$ cat src/rtl/sobel_row_window.sv
// Three-row sliding window feeding the Sobel core; optional stall counter under SOBEL_ROW_WINDOW_STATS_EN.
// Latency: window valid the cycle after the 3rd row load; done pulses one cycle after the strip's last accept.
// Backpressure: srow2smem_ready drops combinationally while a full window waits on sacc2srow_ready.
`ifndef SOBEL_IDATA_WIDTH
`define SOBEL_IDATA_WIDTH 32
`endif

module sobel_row_window #(
    parameter int DATA_W   = `SOBEL_IDATA_WIDTH,
    parameter int ROWCNT_W = 10
) (
    input  logic                clk,
    input  logic                reset_n,
    input  logic                sctrl2srow_restart,
    input  logic [ROWCNT_W-1:0] sctrl2srow_num_rows,
    input  logic [DATA_W-1:0]   smem2srow_data,
    input  logic                smem2srow_valid,
    output logic                srow2smem_ready,
    output logic [DATA_W-1:0]   srow2sacc_row1_data,
    output logic [DATA_W-1:0]   srow2sacc_row2_data,
    output logic [DATA_W-1:0]   srow2sacc_row3_data,
    output logic                srow2sacc_valid,
    input  logic                sacc2srow_ready,
    output logic                srow2sctrl_done
`ifdef SOBEL_ROW_WINDOW_STATS_EN
    ,
    output logic [15:0]         srow2sctrl_stall_cycles
`endif
);

    localparam logic [0:0] ST_IDLE = 1'b0;
    localparam logic [0:0] ST_RUN  = 1'b1;

    logic [0:0]          r_state;
    logic [1:0]          r_fill;
    logic [ROWCNT_W-1:0] r_cnt;
    logic [ROWCNT_W-1:0] r_num;
    logic [DATA_W-1:0]   r_row1;
    logic [DATA_W-1:0]   r_row2;
    logic [DATA_W-1:0]   r_row3;
    logic                r_done;

    logic w_run;
    logic w_win_vld;
    logic w_ready;
    logic w_load;
    logic w_accept;
    logic w_complete;

    assign w_run     = (r_state == ST_RUN);
    assign w_win_vld = w_run && (r_fill == 2'd3);
    // A full window may be replaced in the same cycle it is consumed.
    assign w_ready   = w_run && (r_cnt < r_num) && !sctrl2srow_restart &&
                       ((r_fill != 2'd3) || sacc2srow_ready);
    assign w_load    = smem2srow_valid && w_ready;
    assign w_accept  = w_win_vld && sacc2srow_ready;
    assign w_complete = w_run && !sctrl2srow_restart && (r_cnt == r_num) &&
                        (w_accept || ((r_fill != 2'd3) && !w_load));

    always_ff @(posedge clk or negedge reset_n) begin
        if (!reset_n) begin
            r_state <= ST_IDLE;
            r_fill  <= 2'd0;
            r_cnt   <= '0;
            r_num   <= '0;
            r_done  <= 1'b0;
        end else begin
            r_done <= w_complete;
            if (sctrl2srow_restart) begin
                r_state <= ST_RUN;
                r_fill  <= 2'd0;
                r_cnt   <= '0;
                r_num   <= sctrl2srow_num_rows;
            end else begin
                if (w_complete)
                    r_state <= ST_IDLE;
                if (w_load) begin
                    r_cnt  <= r_cnt + 1'b1;
                    r_fill <= (r_fill == 2'd3) ? 2'd3 : r_fill + 2'd1;
                end else if (w_accept) begin
                    r_fill <= 2'd2;
                end
            end
        end
    end

    always_ff @(posedge clk or negedge reset_n) begin
        if (!reset_n) begin
            r_row1 <= '0;
            r_row2 <= '0;
            r_row3 <= '0;
        end else if (w_load) begin
            r_row1 <= r_row2;
            r_row2 <= r_row3;
            r_row3 <= smem2srow_data;
        end
    end

`ifdef SOBEL_ROW_WINDOW_STATS_EN
    logic [15:0] r_stall;

    always_ff @(posedge clk or negedge reset_n) begin
        if (!reset_n)
            r_stall <= 16'd0;
        else if (sctrl2srow_restart)
            r_stall <= 16'd0;
        else if (w_win_vld && !sacc2srow_ready && (r_stall != 16'hFFFF))
            r_stall <= r_stall + 16'd1;
    end

    assign srow2sctrl_stall_cycles = r_stall;
`endif

    assign srow2smem_ready     = w_ready;
    assign srow2sacc_valid     = w_win_vld;
    assign srow2sacc_row1_data = r_row1;
    assign srow2sacc_row2_data = r_row2;
    assign srow2sacc_row3_data = r_row3;
    assign srow2sctrl_done     = r_done;

endmodule
$ cat config.mk
export PLATFORM = sky130hd
export DESIGN_NAME = sobel_row_window
export DESIGN_NICKNAME = d
export VERILOG_FILES = /design/src/rtl/sobel_row_window.sv
export SDC_FILE = /design/constraint.sdc
export NUM_CORES = 1
export LEC_CHECK = 0
export CAP_MARGIN = 20
export CORE_MARGIN = 3
export CORE_UTILIZATION = 50
export CTS_BUF_LIST = sky130_fd_sc_hd__clkbuf_8
export DETAILED_ROUTE_END_ITERATION = 10
export PLACE_DENSITY = 0.83
export SLEW_MARGIN = 20
export SYNTH_ARGS = -nofsm -noshare
export SYNTH_HDL_FRONTEND = slang
export SYNTH_SLANG_ARGS = --single-unit
$ cat constraint.sdc
create_clock -name clk -period 3.1 [get_ports clk]
set_clock_uncertainty 0.05 [all_clocks]
set_input_delay 0.62 -clock clk [delete_from_list [all_inputs] [get_ports clk]]
set_output_delay 0.62 -clock clk [all_outputs]
set_load 0.1 [all_outputs]
==> qor.yml <==
status:
  outcome: "finished clean"
setup_path:
  endpoint_kind: "primary output"
  crit_fanout: 6
  crit_required_ns: 2.43
  cp.arrival_ns: 2.37
  critical_path_class: "flip-flop to primary output"
  critPathLaunchType: "flip-flop"
logic_synthesis:
  ys_seq_area_frac: 0.569
  syn_area_per_cell_um2: 15.4
  synth-main-ff-cell: "dfrtp_1"
  synth_nets: 401
  synth_seq_cells: 120
  synth-edff-count: 0
  ys_warn_count: 0
  synth_area_um2: 5280
  syn_inst: 343
  async_reset_ff_frac: 1.00
  ys_types: 32
pwr:
  p_leak_nw: 3.55
  p_comb_frac: 0.528
  p_sw_frac: 0.516
  p_seq_frac: 0.290
  powerDensity_nw_per_um2: 1080
  total_power_mw: 7.73
  clkPwrFrac: 0.181
  ir_worst_vdd_mv: 0.954
  switchingPower_mw: 3.99
  power.internal_mw: 3.74
global_route:
  antenna_found_initial: 0
  grt_pass1_vias: 3453
  track_usage: 0.190
  grt_max_degree: 66
  grt_overflow: 0
  grt_pass1_wl_um: 17400
floorplanning:
  die_w_um: 109
  io_pins: 146
  num_rows: 36
  die-area_um2: 11800
  start_util: 0.528
  fp.dieH_um: 109
  fp.coreArea_um2: 10000
timing:
  fin_setup_tns_ns: 0
  min_period_ns: 3.04
  worst-slew-pin-transition_ns: 0.522
  finalCritPeriodShare: 0.981
  fmax_mhz: 329
  finalSetupViolations: 0
  slew_viol_final: 0
  final_hold_viol_count: 0
  timing.slew.headroom: 0.652
clock_network:
  hold_buffers: 0
  cts_buffers: 17
  cts_tree: "yes"
  clock_sinks: 120
  htreeDepth: 4
  cts_buffer_depth: 2
  clk_latency_ns: 0.42
  clk_pin_slew_ns: 0.07
  root_buffer: "clkbuf_8"
detailed_routing:
  drt_iter0_drc: 171
  drt-wirelength-per-cell_um: 17.7
  vias: 3463
  dr.pass1.iters: 6
  drtAntennaViolNets: 0
  viasPerCell: 5.28
  routed_wl_um: 11600
  route.detailed.drc: 0
placement:
  place.gp.congestion: 0.817
  place_hpwl_um: 7540
  port_buffers: 145
final_layout:
  area_growth_pct: 35.7
  drive_gt1_frac: 0.501
  fill_cells: 677
  fin_nets: 569
  insertedDiodeCount: 0
hold_path:
  hp-class: "input pin to asynchronous set/reset pin"
run:
  drv_cap: 0
==> repair_timing <==
item / CTS / global route
cloned: 0 / 1
buffers inserted: 0 / 14
pin swaps: 1 / 4
setup endpoints to repair: 1 / 1
resized for setup: 5 / 5
==> placed cells by master, fill, tap and decap left out, drive strengths merged, types with 2 or more instances in the layout <==
cell type	n
o31ai	5
clkinvlp	5
nand2	18
or4	7
inv	13
bufinv	3
clkbuf	17
mux2	98
nor2b	2
nand3	4
clkinv	5
a21oi	8
o311ai	3
mux2i	2
ha	11
nand4	7
and3	4
clkdlybuf4s50	45
o21ai	9
buf	121
o41ai	3
dfrtp	120
nor2	4
==> routing by layer <==
metal,vias to the layer above,global-route usage,share of wire
li1,1572,-,-
met1,1722,0.263,0.44
met2,158,0.286,0.48
met3,11,0.0521,0.073
met4,0,0.0757,0.010
met5,-,0,0
==> power groups by stage <==
stage          Clock (mW)  Sequential (mW)  Combinational [mW]
6_report             1.40             2.25                4.09
5_1_grt              1.52             2.29                4.18
4_1_cts              1.44             2.24                4.09
3_5_place_dp            0             2.26                4.09
3_3_place_gp            0             2.24                4.05
2_1_floorplan           0             4.81               0.659
==> sequential cells by signal, summed over array words and instances (netlist names) <==
register             count
srow2sacc_row1_data     32
srow2sacc_row2_data     32
srow2sacc_row3_data     32
r_cnt                   10
r_num                   10
r_fill                   2
r_state                  1
srow2sctrl_done          1
==> worst paths after layout <==
| check | startpoint | end | slack (ns) | cells after the start |
|---|---|---|---|---|
| max reg2reg | r_cnt[8]$_DFFE_PN0P_ | srow2sacc_row3_data[8]$_DFFE_PN0P_ | 0.23 | 7 |
| min | reset_n | srow2sacc_row2_data[29]$_DFFE_PN0P_ | 0.12 | 1 |
| min reg2reg | srow2sacc_row1_data[9]$_DFFE_PN0P_ | srow2sacc_row1_data[9]$_DFFE_PN0P_ | 0.47 | 1 |
| max in group asynchronous | reset_n | r_cnt[4]$_DFFE_PN0P_ | 2.07 | 2 |
| min in group clk | srow2sacc_row1_data[9]$_DFFE_PN0P_ | srow2sacc_row1_data[9]$_DFFE_PN0P_ | 0.47 | 1 |
| max | r_cnt[8]$_DFFE_PN0P_ | srow2smem_ready | 0.06 | 6 |
==> through the flow <==
step	util	cell area [um2]	hold slack, ns	std cells	worst slack, ns
6_report	0.716	7160	0.118	656	0.0579
5_1_grt	0.716	7160	0.124	656	-0.0292
4_1_cts	0.702	7020	0.112	642	0.00909
3_5_place_dp	0.661	6610	0.449	611	0.150
3_3_place_gp	0.661	6610	0.447	611	0.163
2_1_floorplan	-	5280	0.274	343	0.110
==> synth_stat cells, types with 2 or more instances <==
master / instances / area [um2]
nand3_1: 4 / 20.0
mux2_4: 90 / 1350
mux2i_1: 2 / 20.0
nor2_1: 4 / 15.0
o31ai_1: 5 / 37.5
clkbuf_1: 5 / 18.8
o41ai_1: 3 / 26.3
and3_1: 4 / 25.0
nand4_1: 7 / 43.8
buf_6: 11 / 124
ha_1: 11 / 138
inv_1: 11 / 41.3
mux2_2: 8 / 90.1
nor2b_1: 2 / 12.5
a21oi_1: 8 / 40.0
nand2_1: 18 / 67.6
or4_1: 6 / 45.0
dfrtp_1: 120 / 3000
o311ai_0: 3 / 26.3
o21ai_0: 9 / 45.0
==> cell families after synthesis <==
group / count (synthesis) / synth area share
DFF: 120 / 0.569
and+or+nand+nor: 48 / 0.0472
buffers and inverters: 30 / 0.0379
AOI/OAI and AO/OA: 34 / 0.0429
muxes: 100 / 0.277
adders and majority gates: 11 / 0.0261
==> cell type report <==
| class | instances | area (um2) | share of cell area |
|---|---|---|---|
| timing repair buffer | 166 | 1410 | 0.197 |
| inverter | 12 | 47.5 | 0.00664 |
| tap | 133 | 166 | 0.0232 |
| clock inverter | 14 | 160 | 0.0224 |
| clock buffer | 17 | 234 | 0.0327 |
| multi-input combinational | 194 | 2140 | 0.299 |
| sequential | 120 | 3010 | 0.420 |
==> critical path, stage by stage (launching register included) <==
cell	delay [ns]
dfrtp_1	0.40
ha_1	0.32
nand4_1	0.18
a211oi_2	0.07
or4_4	0.62
nor2_4	0.17
buf_12	0.18
No activity file was read; power rests on OpenSTA's default activity.
